===== config.mk =====
export PLATFORM = sky130hd
export DESIGN_NAME = dm_mem_read_master_flat
export DESIGN_NICKNAME = d
export VERILOG_FILES = /design/src/rtl/dm_mem_read_master_if.sv /design/src/rtl/dm_mem_read_master.sv /design/src/flat_wrapper.sv
export SDC_FILE = /design/constraint.sdc
export NUM_CORES = 1
export LEC_CHECK = 0
export ABC_CLOCK_PERIOD_IN_PS = 7800
export CELL_PAD_IN_SITES_DETAIL_PLACEMENT = 1
export CELL_PAD_IN_SITES_GLOBAL_PLACEMENT = 2
export CORE_MARGIN = 2
export CORE_UTILIZATION = 31
export CTS_BUF_LIST = sky130_fd_sc_hd__clkbuf_8
export DETAILED_ROUTE_END_ITERATION = 6
export PLACE_DENSITY = 0.95
export SYNTH_ARGS = -nofsm -noshare
export SYNTH_HDL_FRONTEND = slang
export SYNTH_SLANG_ARGS = --single-unit

===== constraint.sdc =====
create_clock -name clk_i -period 7.8 [get_ports clk_i]
set_input_delay 1.17 -clock clk_i [delete_from_list [all_inputs] [get_ports clk_i]]
set_output_delay 1.17 -clock clk_i [all_outputs]
set_load 0.02 [all_outputs]

===== src/rtl/dm_mem_read_master_if.sv =====
// Debug read bundle: command channel, response channel and the memory debug read port.
// The master modport is the initiator's view; the slave modport is the view of the transport and memory side.
interface dm_mem_read_master_if #(
  parameter int CNT_W = 6
);
  logic             cmd_valid_i;
  logic             cmd_ready_o;
  logic [31:0]      cmd_addr_i;
  logic [CNT_W-1:0] cmd_count_i;
  logic             cmd_autoinc_i;
  logic             abort_i;
  logic             rsp_valid_o;
  logic             rsp_ready_i;
  logic [31:0]      rsp_data_o;
  logic             rsp_last_o;
  logic             rsp_err_o;
  logic             busy_o;
  logic             dm_Mem_rd_en_o;
  logic [31:0]      dm_Mem_rd_address_o;
  logic [31:0]      dm_Mem_rd_wr_data_i;

  modport master (
    input  cmd_valid_i, cmd_addr_i, cmd_count_i, cmd_autoinc_i, abort_i,
    input  rsp_ready_i, dm_Mem_rd_wr_data_i,
    output cmd_ready_o, rsp_valid_o, rsp_data_o, rsp_last_o, rsp_err_o, busy_o,
    output dm_Mem_rd_en_o, dm_Mem_rd_address_o
  );

  modport slave (
    output cmd_valid_i, cmd_addr_i, cmd_count_i, cmd_autoinc_i, abort_i,
    output rsp_ready_i, dm_Mem_rd_wr_data_i,
    input  cmd_ready_o, rsp_valid_o, rsp_data_o, rsp_last_o, rsp_err_o, busy_o,
    input  dm_Mem_rd_en_o, dm_Mem_rd_address_o
  );
endinterface


===== src/rtl/dm_mem_read_master.sv =====
// Debug-side burst reader of data memory, returning words over valid/ready.
// Latency: one READ cycle after accept, the response is valid the next cycle; each beat takes 2 cycles.
// Backpressure: a beat waits in HOLD with stable data until rsp_ready_i; no memory reads are issued while stalled.
module dm_mem_read_master #(
  parameter int MEM_DEPTH = 32,
  parameter int CNT_W     = 6
) (
  input logic                  clk_i,
  input logic                  rst_i,
  dm_mem_read_master_if.master bus
);
  typedef enum logic [1:0] {IDLE, READ, HOLD} state_t;

  typedef struct packed {
    logic [31:0]      addr;
    logic [CNT_W-1:0] remain;
    logic             autoinc;
  } cmd_t;

  localparam logic [31:0] DEPTH = 32'(MEM_DEPTH);

  state_t      state;
  cmd_t        cmd_q;
  logic [31:0] next_addr;
  logic        in_range;
  logic        cmd_fire;
  logic        rsp_fire;

  assign next_addr = cmd_q.addr + {31'd0, cmd_q.autoinc};
  assign in_range  = cmd_q.addr < DEPTH;
  assign cmd_fire  = bus.cmd_valid_i && bus.cmd_ready_o;
  assign rsp_fire  = bus.rsp_valid_o && bus.rsp_ready_i;

  always_ff @(posedge clk_i) begin
    // Abort behaves exactly like reset so it also beats any same-cycle handshake.
    if (rst_i || bus.abort_i) begin
      state                   <= IDLE;
      cmd_q                   <= '0;
      bus.cmd_ready_o         <= 1'b1;
      bus.busy_o              <= 1'b0;
      bus.rsp_valid_o         <= 1'b0;
      bus.rsp_data_o          <= '0;
      bus.rsp_last_o          <= 1'b0;
      bus.rsp_err_o           <= 1'b0;
      bus.dm_Mem_rd_en_o      <= 1'b0;
      bus.dm_Mem_rd_address_o <= '0;
    end else begin
      case (state)
        IDLE: begin
          if (cmd_fire) begin
            cmd_q.addr              <= bus.cmd_addr_i;
            cmd_q.remain            <= (bus.cmd_count_i == '0) ? CNT_W'(1) : bus.cmd_count_i;
            cmd_q.autoinc           <= bus.cmd_autoinc_i;
            bus.dm_Mem_rd_en_o      <= bus.cmd_addr_i < DEPTH;
            bus.dm_Mem_rd_address_o <= (bus.cmd_addr_i < DEPTH) ? bus.cmd_addr_i : '0;
            bus.cmd_ready_o         <= 1'b0;
            bus.busy_o              <= 1'b1;
            state                   <= READ;
          end
        end
        READ: begin
          bus.rsp_data_o          <= in_range ? bus.dm_Mem_rd_wr_data_i : '0;
          bus.rsp_err_o           <= !in_range;
          bus.rsp_last_o          <= (cmd_q.remain == CNT_W'(1)) || !in_range;
          bus.rsp_valid_o         <= 1'b1;
          bus.dm_Mem_rd_en_o      <= 1'b0;
          bus.dm_Mem_rd_address_o <= '0;
          state                   <= HOLD;
        end
        HOLD: begin
          if (rsp_fire) begin
            bus.rsp_valid_o <= 1'b0;
            if (bus.rsp_last_o) begin
              bus.cmd_ready_o <= 1'b1;
              bus.busy_o      <= 1'b0;
              state           <= IDLE;
            end else begin
              // An increment past the top is not wrapped; it becomes an error beat.
              cmd_q.remain            <= cmd_q.remain - CNT_W'(1);
              cmd_q.addr              <= next_addr;
              bus.dm_Mem_rd_en_o      <= next_addr < DEPTH;
              bus.dm_Mem_rd_address_o <= (next_addr < DEPTH) ? next_addr : '0;
              state                   <= READ;
            end
          end
        end
        default: state <= IDLE;
      endcase
    end
  end
endmodule


===== src/flat_wrapper.sv =====
// flat-port wrapper written by rule: the top's interface ports become plain ports
module dm_mem_read_master_flat 
#(
  parameter int MEM_DEPTH = 32,
  parameter int CNT_W     = 6
)
  (clk_i, rst_i, bus_cmd_valid_i, bus_cmd_addr_i, bus_cmd_count_i, bus_cmd_autoinc_i, bus_abort_i, bus_rsp_ready_i, bus_dm_Mem_rd_wr_data_i, bus_cmd_ready_o, bus_rsp_valid_o, bus_rsp_data_o, bus_rsp_last_o, bus_rsp_err_o, bus_busy_o, bus_dm_Mem_rd_en_o, bus_dm_Mem_rd_address_o);
  dm_mem_read_master_if #(.CNT_W(CNT_W)) bus_i ();
  input logic clk_i;
  input logic rst_i;
  input wire logic [$bits(bus_i.cmd_valid_i)-1:0] bus_cmd_valid_i;
  input wire logic [$bits(bus_i.cmd_addr_i)-1:0] bus_cmd_addr_i;
  input wire logic [$bits(bus_i.cmd_count_i)-1:0] bus_cmd_count_i;
  input wire logic [$bits(bus_i.cmd_autoinc_i)-1:0] bus_cmd_autoinc_i;
  input wire logic [$bits(bus_i.abort_i)-1:0] bus_abort_i;
  input wire logic [$bits(bus_i.rsp_ready_i)-1:0] bus_rsp_ready_i;
  input wire logic [$bits(bus_i.dm_Mem_rd_wr_data_i)-1:0] bus_dm_Mem_rd_wr_data_i;
  output wire logic [$bits(bus_i.cmd_ready_o)-1:0] bus_cmd_ready_o;
  output wire logic [$bits(bus_i.rsp_valid_o)-1:0] bus_rsp_valid_o;
  output wire logic [$bits(bus_i.rsp_data_o)-1:0] bus_rsp_data_o;
  output wire logic [$bits(bus_i.rsp_last_o)-1:0] bus_rsp_last_o;
  output wire logic [$bits(bus_i.rsp_err_o)-1:0] bus_rsp_err_o;
  output wire logic [$bits(bus_i.busy_o)-1:0] bus_busy_o;
  output wire logic [$bits(bus_i.dm_Mem_rd_en_o)-1:0] bus_dm_Mem_rd_en_o;
  output wire logic [$bits(bus_i.dm_Mem_rd_address_o)-1:0] bus_dm_Mem_rd_address_o;
  assign bus_i.cmd_valid_i = bus_cmd_valid_i;
  assign bus_i.cmd_addr_i = bus_cmd_addr_i;
  assign bus_i.cmd_count_i = bus_cmd_count_i;
  assign bus_i.cmd_autoinc_i = bus_cmd_autoinc_i;
  assign bus_i.abort_i = bus_abort_i;
  assign bus_i.rsp_ready_i = bus_rsp_ready_i;
  assign bus_i.dm_Mem_rd_wr_data_i = bus_dm_Mem_rd_wr_data_i;
  assign bus_cmd_ready_o = bus_i.cmd_ready_o;
  assign bus_rsp_valid_o = bus_i.rsp_valid_o;
  assign bus_rsp_data_o = bus_i.rsp_data_o;
  assign bus_rsp_last_o = bus_i.rsp_last_o;
  assign bus_rsp_err_o = bus_i.rsp_err_o;
  assign bus_busy_o = bus_i.busy_o;
  assign bus_dm_Mem_rd_en_o = bus_i.dm_Mem_rd_en_o;
  assign bus_dm_Mem_rd_address_o = bus_i.dm_Mem_rd_address_o;
  dm_mem_read_master #(.MEM_DEPTH(MEM_DEPTH), .CNT_W(CNT_W)) u_core (.clk_i(clk_i), .rst_i(rst_i), .bus(bus_i));
endmodule

==> results.py, run 1 <==
metrics = {
    "cells_and_area": {
        "layout_common_cells": "clkdlybuf4s50_1, dfxtp_1, nor2_1",
        "final_common_cell": "clkdlybuf4s50_1",
        "area_growth_pct": 30.6,
        "diodes": 0,
        "drive_gt1_share_pct": 5.49,
        "nets": 900,
    },
    "logic_synthesis": {
        "synth-seq-cells": 111,
        "synth_fp_nets": 798,
        "synth_edf_count": 0,
        "synthCells": 713,
        "avgSynthCellArea_um2": 7.94,
        "ys_seq_area_share_pct": 39.3,
        "ys_warn_count": 0,
        "ys_async_sr_fraction_pct": 0,
        "synth_area_um2": 5660,
        "synth_ff_type": "dfxtp_1",
        "synth_cell_types": 63,
    },
    "clock_network": {
        "cts_root_buf": "clkbuf_8",
        "clkTransAtPathRegs_ns": 0.11,
        "clock_latency_ns": 0.40,
        "max-clock-path-buffers": 2,
        "post_cts_buffers": 0,
        "cts_hold_buf": 0,
        "cts_tree": "done",
        "cts_htree_levels": 3,
        "cts_resized": 0,
        "cts_num_sinks": 111,
        "numCtsBuffers": 9,
    },
    "global_routing": {
        "grt_overflow_total": 0,
        "met2_usage_pct": 31.9,
        "busiest_layer": "met2",
        "grt_antenna_before_repair": 0,
        "track_usage_pct": 19.5,
        "use_met3_pct": 7.18,
        "first_global_vias": 5596,
        "grt_pass1_wl_mm": 30.6,
        "grt_max_degree": 75,
        "met1_usage_pct": 24.6,
    },
    "drt": {
        "via_per_inst": 5.45,
        "dr.pass1.iters": 4,
        "vias": 5712,
        "drt_iter0_drc": 353,
        "ant_nets": 0,
        "post-route-drc-count": 0,
        "wl_per_cell_um": 18.1,
        "drt_wl_total_mm": 19.0,
    },
    "worst_hold_path": {
        "holdPathStages": 1,
        "holdCritStartpoint": "u_core.bus.dm_Mem_rd_address_o[14]",
        "hold_path.class": "reg2reg",
        "min_to": "u_core.bus.dm_Mem_rd_address_o[14]",
    },
    "sta": {
        "tns_ns": 0,
        "hold_viol": 0,
        "maxClockFrequency_mhz": 276,
        "fin_crit_ns": 3.63,
        "grt_setup_unrepaired": "no",
        "drv_slew": 0,
        "setup_viol": 0,
        "finalCritPeriodShare_pct": 46.5,
        "finClkSkew_ns": 0.0137,
        "worst_slew_pin_slew_ns": 0.859,
        "max-slew-margin-rel_pct": 42.8,
    },
    "power_and_ir_drop": {
        "total_power_mw": 1.14,
        "peakVddDrop_mv": 0.0764,
        "power_density_nw_per_um2": 154,
        "p_leak_nw": 2.62,
    },
    "setup_path": {
        "reg2reg_from": "u_core.state[0]",
        "crit_fanout": 35,
        "end_kind": "flip-flop",
        "r2r_slack_ns": 4.41,
        "crit_required_ns": 8.11,
        "start_kind": "input pin",
        "arrival_ns": 3.94,
        "rr_endpoint": "u_core.cmd_q[26]",
        "worst-setup-path-type": "in2reg",
        "r2r_cells": 10,
    },
    "floorplanning": {
        "die_area_um2": 19400,
        "initial_core_util_pct": 31.5,
        "pin_count": 146,
        "core_area_um2": 18000,
        "fp-row-count": 49,
        "die_w_um": 139,
        "die_h_um": 139,
    },
    "placed_design": {
        "dpl.hpwl_mm": 13.2,
        "gp_congestion": 0.825,
        "io_buffers": 145,
    },
    "job": {
        "drv_cap": 0,
    },
    "outcome": {
        "status": "finished clean",
    },
}
registers in the layout (all words and copies together) (netlist names):
signal and count:
u_core.bus.dm_Mem_rd_en_o 1, u_core.cmd_q 39, u_core.bus.busy_o 1, u_core.bus.rsp_err_o 1, u_core.bus.cmd_ready_o 1, u_core.bus.rsp_last_o 1, u_core.state 2, u_core.bus.dm_Mem_rd_address_o 32
u_core.bus.rsp_valid_o 1, u_core.bus.rsp_data_o 32
stage by stage:
step	setup WS [ns]	hold slack [ns]	cells	util [%]	area (um^2)
6_report	4.17	0.484	1049	41.1	7390
5_1_grt	3.91	0.501	1049	41.1	7390
4_1_cts	4.20	0.489	1049	41.1	7390
3_5_place_dp	3.76	0.465	1033	40.1	7190
3_3_place_gp	3.89	0.465	1033	40.1	7190
2_1_floorplan	4.76	0.454	713	-	5660
area by class of cell:
class,count,area [um^2]
well taps,229,287
fillers,2141,10600
inverters,11,41.3
clock inverters,7,72.6
flip-flops and latches,111,2220
repair buffers,153,1510
multi-input cells,529,3130
clock buffers,9,124
kinds of logic after synthesis:
logic type	Yosys count	share of synthesized area (%)
adders and majority gates	9	1.99
AOI/OAI and AO/OA	167	18.6
DFF	111	39.3
xor gates and xnor gates	14	2.17
muxes	4	0.729
buffers and inverters	73	5.81
and+or+nand+nor	335	31.5
worst max-delay path by stage:
| stage | to | cells past startpoint | start |
|---|---|---|---|
| floorplan | u_core.bus.dm_Mem_rd_address_o[2] | 7 | bus_cmd_valid_i |
| global placement | u_core.bus.dm_Mem_rd_address_o[2] | 9 | bus_cmd_valid_i |
| detailed placement | u_core.bus.dm_Mem_rd_address_o[0] | 9 | bus_cmd_valid_i |
| CTS | u_core.bus.dm_Mem_rd_address_o[1] | 9 | bus_cmd_valid_i |
| global route | u_core.bus.dm_Mem_rd_address_o[1] | 9 | bus_cmd_valid_i |
| finish | u_core.bus.dm_Mem_rd_address_o[1] | 9 | bus_cmd_valid_i |
worst max-delay path, cell delays in order:
cell and delay, ns:
clkdlybuf4s50_1 0.48, nand2_1 0.10, a22oi_1 0.43, nand2_1 0.09, buf_4 0.25, or4_4 0.55, nor4b_4 0.26, o2111ai_2 0.28
o31ai_1 0.32
power by group:
part / switching (mW) / total (mW) / internal [mW] / leakage, nW
logic: 0.104 / 0.183 / 0.0791 / 1.62
clock network: 0.215 / 0.365 / 0.150 / 0.101
registers: 0.0168 / 0.594 / 0.577 / 0.897
synth_stat cells, drive strengths merged (2+ instances only):
library cell	instances	area [um^2]
inv	11	41.3
a22oi	9	67.6
nor4	21	153
a21o	3	22.5
nor2b	34	213
or4	3	26.3
a31oi	18	113
and3	34	213
and4	5	46.3
ha	9	113
o21ai	36	180
and2	7	43.8
o31ai	11	87.6
o21bai	2	15.0
nor3b	4	30.0
nor4b	4	56.3
xnor2	11	96.3
o22ai	3	18.8
dfxtp	111	2220
nor3	24	125
xor2	3	26.3
nand4	15	106
a221oi	7	61.3
a22o	8	70.1
buf	21	133
or3	5	31.3
mux2i	3	30.0
nand2	65	244
a211oi	9	67.6
clkbuf	41	155
nor2	78	295
a21oi	52	260
nand3	33	175
per-layer routing:
| metal | part of all wire [%] | vias to the layer above |
|---|---|---|
| met5 | 0 | - |
| met4 | 1.1 | 0 |
| met3 | 8.7 | 16 |
| met2 | 48 | 163 |
| met1 | 43 | 2783 |
| li1 | - | 2750 |
(Power assumes the default switching activity.)
==> run 2: changes to the inputs <==
--- a/config.mk
+++ b/config.mk
@@ -5,14 +5,14 @@
 export SDC_FILE = /design/constraint.sdc
 export NUM_CORES = 1
 export LEC_CHECK = 0
-export ABC_CLOCK_PERIOD_IN_PS = 7800
+export ABC_CLOCK_PERIOD_IN_PS = 3400
 export CELL_PAD_IN_SITES_DETAIL_PLACEMENT = 1
 export CELL_PAD_IN_SITES_GLOBAL_PLACEMENT = 2
 export CORE_MARGIN = 2
-export CORE_UTILIZATION = 31
+export CORE_UTILIZATION = 29
 export CTS_BUF_LIST = sky130_fd_sc_hd__clkbuf_8
 export DETAILED_ROUTE_END_ITERATION = 6
-export PLACE_DENSITY = 0.95
+export PLACE_DENSITY = 0.93
 export SYNTH_ARGS = -nofsm -noshare
 export SYNTH_HDL_FRONTEND = slang
 export SYNTH_SLANG_ARGS = --single-unit
==> constraint.sdc (replaced) <==
create_clock -name clk_i -period 3.4 [get_ports clk_i]
set_input_delay 0.51 -clock clk_i [delete_from_list [all_inputs] [get_ports clk_i]]
set_output_delay 0.51 -clock clk_i [all_outputs]
set_load 0.02 [all_outputs]
==> results.py, run 2 (same netlist as run 1, synthesis figures left out) <==
metrics = {
    "outcome": {
        "status": "finished clean",
    },
    "sta": {
        "finClkSkew_ns": 0.0114,
        "max-slew-margin-rel_pct": 65.0,
        "finalCritPeriodShare_pct": 87.5,
        "hold_viol": 0,
        "maxClockFrequency_mhz": 336,
        "hold_ws_ns": 0.486,
        "worst_slew_pin_slew_ns": 0.521,
        "fin_ws_ns": 0.425,
        "fin_crit_ns": 2.98,
        "drv_slew": 0,
        "setup_viol": 0,
        "grt_setup_unrepaired": "no",
        "tns_ns": 0,
    },
    "drt": {
        "post-route-drc-count": 0,
        "via_per_inst": 5.22,
        "drt_iter0_drc": 291,
        "dr.pass1.iters": 4,
        "wl_per_cell_um": 17.4,
        "drt_wl_total_mm": 19.1,
        "vias": 5710,
        "ant_nets": 0,
    },
    "clock_network": {
        "cts_num_sinks": 111,
        "post_cts_buffers": 0,
        "cts_root_buf": "clkbuf_8",
        "clkTransAtPathRegs_ns": 0.12,
        "numCtsBuffers": 9,
        "clock_latency_ns": 0.40,
        "max-clock-path-buffers": 2,
        "cts_resized": 0,
        "cts_hold_buf": 0,
        "cts_htree_levels": 3,
        "cts_tree": "done",
    },
    "global_routing": {
        "grt_overflow_total": 0,
        "grt_pass1_wl_mm": 31.1,
        "grt_max_degree": 75,
        "track_usage_pct": 18.9,
        "first_global_vias": 5842,
        "grt_antenna_before_repair": 0,
    },
    "power_and_ir_drop": {
        "total_power_mw": 2.72,
        "power_density_nw_per_um2": 360,
        "peakVddDrop_mv": 0.155,
        "p_leak_nw": 2.69,
    },
    "placed_design": {
        "pre_cts_ws_ns": 0.444,
        "dpl.hpwl_mm": 13.6,
        "io_buffers": 145,
        "gp_congestion": 0.825,
    },
    "setup_path": {
        "reg2reg_from": "u_core.cmd_q[0]",
        "crit_required_ns": 3.72,
        "cp_top_family": "simple AND/OR/NAND/NOR gates",
        "end_kind": "flip-flop",
        "rr_endpoint": "u_core.bus.dm_Mem_rd_address_o[1]",
        "crit_path_max_incr_delay_ns": 0.53,
        "r2r_cells": 9,
        "start_kind": "flip-flop",
        "crit_top_cell": "ha_1",
        "r2r_slack_ns": 0.42,
        "crit_buf_inv": 0,
        "worstPathCellList": "ha_1 > ha_1 > and3_1 > xnor2_1 > a41oi_1 > or4_4 > nor4b_4 > o2111ai_2 > o31ai_1",
        "worst-setup-path-type": "reg2reg",
        "slowest_stage": "or4_4",
        "crit_fanout": 6,
        "arrival_ns": 3.30,
    },
    "worst_hold_path": {
        "holdPathStages": 1,
        "hold_path.class": "reg2reg",
        "min_to": "u_core.bus.dm_Mem_rd_address_o[10]",
        "holdCritStartpoint": "u_core.bus.dm_Mem_rd_address_o[10]",
    },
    "cells_and_area": {
        "final_common_cell": "clkdlybuf4s50_1",
        "largest_register_ff_count": 39,
        "layout_common_cells": "clkdlybuf4s50_1, dfxtp_1, nor2_1",
        "area_growth_pct": 33.4,
        "reg_top3": "u_core.cmd_q (39), u_core.bus.dm_Mem_rd_address_o (32), u_core.bus.rsp_data_o (32)",
        "drive_gt1_share_pct": 6.63,
        "diodes": 0,
        "largest_register": "u_core.cmd_q",
        "nets": 909,
    },
    "floorplanning": {
        "fp-row-count": 51,
        "initial_core_util_pct": 29.3,
        "die_h_um": 144,
        "pin_count": 146,
        "die_area_um2": 20700,
        "core_area_um2": 19300,
        "die_w_um": 144,
    },
    "job": {
        "drv_cap": 0,
    },
}
## run 2: area by class of cell
class	count	area, um^2
inverters	11	41.3
multi-input cells	529	3130
well taps	265	332
repair buffers	162	1600
flip-flops and latches	111	2220
clock inverters	7	103
fillers	2308	11800
clock buffers	9	124
## run 2: metal layers
| metal | global-route usage, % | wire, um | up-vias |
|---|---|---|---|
| li1 | - | - | 2769 |
| met1 | 23.9 | 8480 | 2781 |
| met2 | 31.0 | 8820 | 143 |
| met3 | 6.16 | 1480 | 17 |
| met4 | 5.11 | 293 | 0 |
| met5 | 0 | 0 | - |
## run 2: where the power goes
part           internal (mW)  switching, mW  leakage (nW)
clock                  0.424          0.497         0.116
combinational          0.193          0.239          1.68
sequential              1.32         0.0403         0.897
## run 2: worst max-delay path by stage
stage | start | to | slack, ns | depth (start not counted)
final | u_core.cmd_q[0] | u_core.bus.dm_Mem_rd_address_o[1] | 0.42 | 9
after global routing | u_core.cmd_q[0] | u_core.bus.dm_Mem_rd_address_o[0] | 0.14 | 9
after CTS | u_core.cmd_q[0] | u_core.bus.dm_Mem_rd_address_o[1] | 0.42 | 9
after detailed placement | bus_cmd_valid_i | u_core.bus.dm_Mem_rd_address_o[1] | 0.44 | 8
after global placement | bus_cmd_valid_i | u_core.bus.dm_Mem_rd_address_o[2] | 0.51 | 8
after floorplan | u_core.cmd_q[0] | u_core.bus.dm_Mem_rd_address_o[2] | 0.81 | 10
## run 2: stage by stage
stage	area [um^2]	cells	util, %
2_1_floorplan	5660	713	-
5_1_grt	7550	1094	39.1
3_5_place_dp	7330	1078	37.9
4_1_cts	7550	1094	39.1
3_3_place_gp	7330	1078	37.9
6_report	7550	1094	39.1
==> run 3: changes to the inputs <==
--- a/config.mk
+++ b/config.mk
@@ -8,7 +8,7 @@
 export ABC_CLOCK_PERIOD_IN_PS = 3400
 export CELL_PAD_IN_SITES_DETAIL_PLACEMENT = 1
 export CELL_PAD_IN_SITES_GLOBAL_PLACEMENT = 2
-export CORE_MARGIN = 2
+export CORE_MARGIN = 10
 export CORE_UTILIZATION = 29
 export CTS_BUF_LIST = sky130_fd_sc_hd__clkbuf_8
 export DETAILED_ROUTE_END_ITERATION = 6
==> results.py, run 3 (same netlist as run 1, synthesis figures left out) <==
metrics = {
    "sta": {
        "setup_viol": 0,
        "maxClockFrequency_mhz": 341,
        "fin_crit_ns": 2.94,
        "tns_ns": 0,
        "max-slew-margin-rel_pct": 58.3,
        "finalCritPeriodShare_pct": 86.3,
        "hold_viol": 0,
        "worst_slew_pin_slew_ns": 0.623,
        "finClkSkew_ns": 0.00977,
        "grt_setup_unrepaired": "no",
        "drv_slew": 0,
    },
    "global_routing": {
        "grt_antenna_before_repair": 0,
        "grt_max_degree": 45,
        "grt_overflow_total": 0,
        "first_global_vias": 5785,
        "grt_pass1_wl_mm": 32.8,
        "track_usage_pct": 15.5,
    },
    "drt": {
        "drt_iter0_drc": 277,
        "dr.pass1.iters": 5,
        "vias": 5686,
        "wl_per_cell_um": 18.7,
        "post-route-drc-count": 0,
        "drt_wl_total_mm": 20.4,
        "via_per_inst": 5.20,
        "ant_nets": 0,
    },
    "floorplanning": {
        "fp-row-count": 51,
        "die_area_um2": 25500,
        "core_area_um2": 19300,
        "initial_core_util_pct": 29.3,
        "pin_count": 146,
        "die_h_um": 160,
        "die_w_um": 160,
    },
    "worst_hold_path": {
        "hold_path.class": "reg2reg",
    },
    "clock_network": {
        "clkTransAtPathRegs_ns": 0.10,
        "post_cts_buffers": 0,
        "cts_resized": 0,
        "numCtsBuffers": 9,
        "cts_htree_levels": 3,
        "max-clock-path-buffers": 2,
        "cts_hold_buf": 0,
        "clock_latency_ns": 0.39,
        "cts_tree": "done",
        "cts_num_sinks": 111,
        "cts_root_buf": "clkbuf_8",
    },
    "job": {
        "drv_cap": 0,
    },
    "cells_and_area": {
        "drive_gt1_share_pct": 6.40,
        "largest_register": "u_core.cmd_q",
        "diodes": 0,
        "area_growth_pct": 33.1,
        "reg_top3": "u_core.cmd_q (39), u_core.bus.dm_Mem_rd_address_o (32), u_core.bus.rsp_data_o (32)",
        "fill_cells": 2369,
        "design_area_um2": 7540,
        "largest_register_ff_count": 39,
        "multi_input_area_um2": 3130,
        "nets": 909,
        "layout_common_cells": "clkdlybuf4s50_1, dfxtp_1, nor2_1",
        "final_common_cell": "clkdlybuf4s50_1",
        "area.sequential_um2": 2220,
    },
    "placed_design": {
        "dpl.hpwl_mm": 15.0,
        "io_buffers": 145,
        "gp_congestion": 0.853,
        "place_area_um2": 7330,
    },
    "power_and_ir_drop": {
        "comb_power_share_pct": 16.1,
        "p_seq_share_pct": 50.8,
        "netSwitchingPower_mw": 0.761,
        "p_sw_share_pct": 28.3,
        "power_density_nw_per_um2": 357,
        "peakVddDrop_mv": 0.199,
        "internal_power_mw": 1.93,
        "clockPowerShare_pct": 33.1,
        "p_leak_nw": 2.68,
    },
    "setup_path": {
        "end_kind": "flip-flop",
        "crit_required_ns": 3.70,
        "crit_fanout": 6,
        "worst-setup-path-type": "reg2reg",
        "arrival_ns": 3.23,
        "start_kind": "flip-flop",
    },
    "outcome": {
        "status": "finished clean",
    },
}
==> run 3: changes by cell type in the layout (fill, tap and decap cells not counted), sizes merged <==
| cell | delta |
|---|---|
| clkinvlp | +1 |
| clkinv | -2 |
==> run 3: worst paths after layout <==
| check | startpoint | endpoint | slack, ns | depth (start not counted) |
|---|---|---|---|---|
| worst max register to register | u_core.cmd_q[0] | u_core.bus.dm_Mem_rd_address_o[4] | 0.46 | 9 |
| worst max-delay path | u_core.cmd_q[0] | u_core.bus.dm_Mem_rd_address_o[4] | 0.46 | 9 |
| worst min register to register | u_core.bus.dm_Mem_rd_address_o[18] | u_core.bus.dm_Mem_rd_address_o[18] | 0.49 | 1 |
| worst min-delay path | u_core.bus.dm_Mem_rd_address_o[18] | u_core.bus.dm_Mem_rd_address_o[18] | 0.49 | 1 |
==> run 3: area by class of cell <==
type / count / area share, %
multi-input cells: 529 / 41.5
flip-flops and latches: 111 / 29.5
repair buffers: 162 / 21.3
well taps: 265 / 4.40
clock buffers: 9 / 1.64
clock inverters: 6 / 1.13
inverters: 11 / 0.548
==> run 3: worst max-delay path, stage by stage, from the launching register on <==
cell	delay, ns
dfxtp_1	0.36
ha_1	0.24
ha_1	0.27
and3_1	0.31
xnor2_1	0.15
a41oi_1	0.15
or4_4	0.53
nor4b_4	0.23
o2111ai_2	0.29
o31ai_1	0.32
==> run 3: per-stage QoR <==
step | util, % | worst slack (ns) | power (mW) | hold WS, ns | cells
6_report | 39.0 | 0.465 | 2.69 | 0.487 | 1093
5_1_grt | 39.0 | 0.142 | 2.82 | 0.494 | 1093
4_1_cts | 39.0 | 0.440 | 2.73 | 0.490 | 1093
3_5_place_dp | 37.9 | 0.456 | 1.83 | 0.467 | 1078
3_3_place_gp | 37.9 | 0.502 | 1.82 | 0.464 | 1078
2_1_floorplan | - | 0.813 | 1.62 | 0.454 | 713
==> run 3: per-layer routing <==
layer	wire (um)	share of wire, %	global-route usage [%]
met1	8860	43	19.0
met2	9280	45	24.6
met3	2000	9.8	6.79
met4	267	1.3	3.50
met5	0	0	0
==> run 3: power by group through the flow <==
stage / Combinational [mW] / Sequential [mW] / Clock (mW)
after floorplan: 0.242 / 1.38 / 0
after global placement: 0.429 / 1.39 / 0
after detailed placement: 0.435 / 1.39 / 0
after CTS: 0.437 / 1.36 / 0.925
after global routing: 0.477 / 1.37 / 0.969
final: 0.433 / 1.36 / 0.891
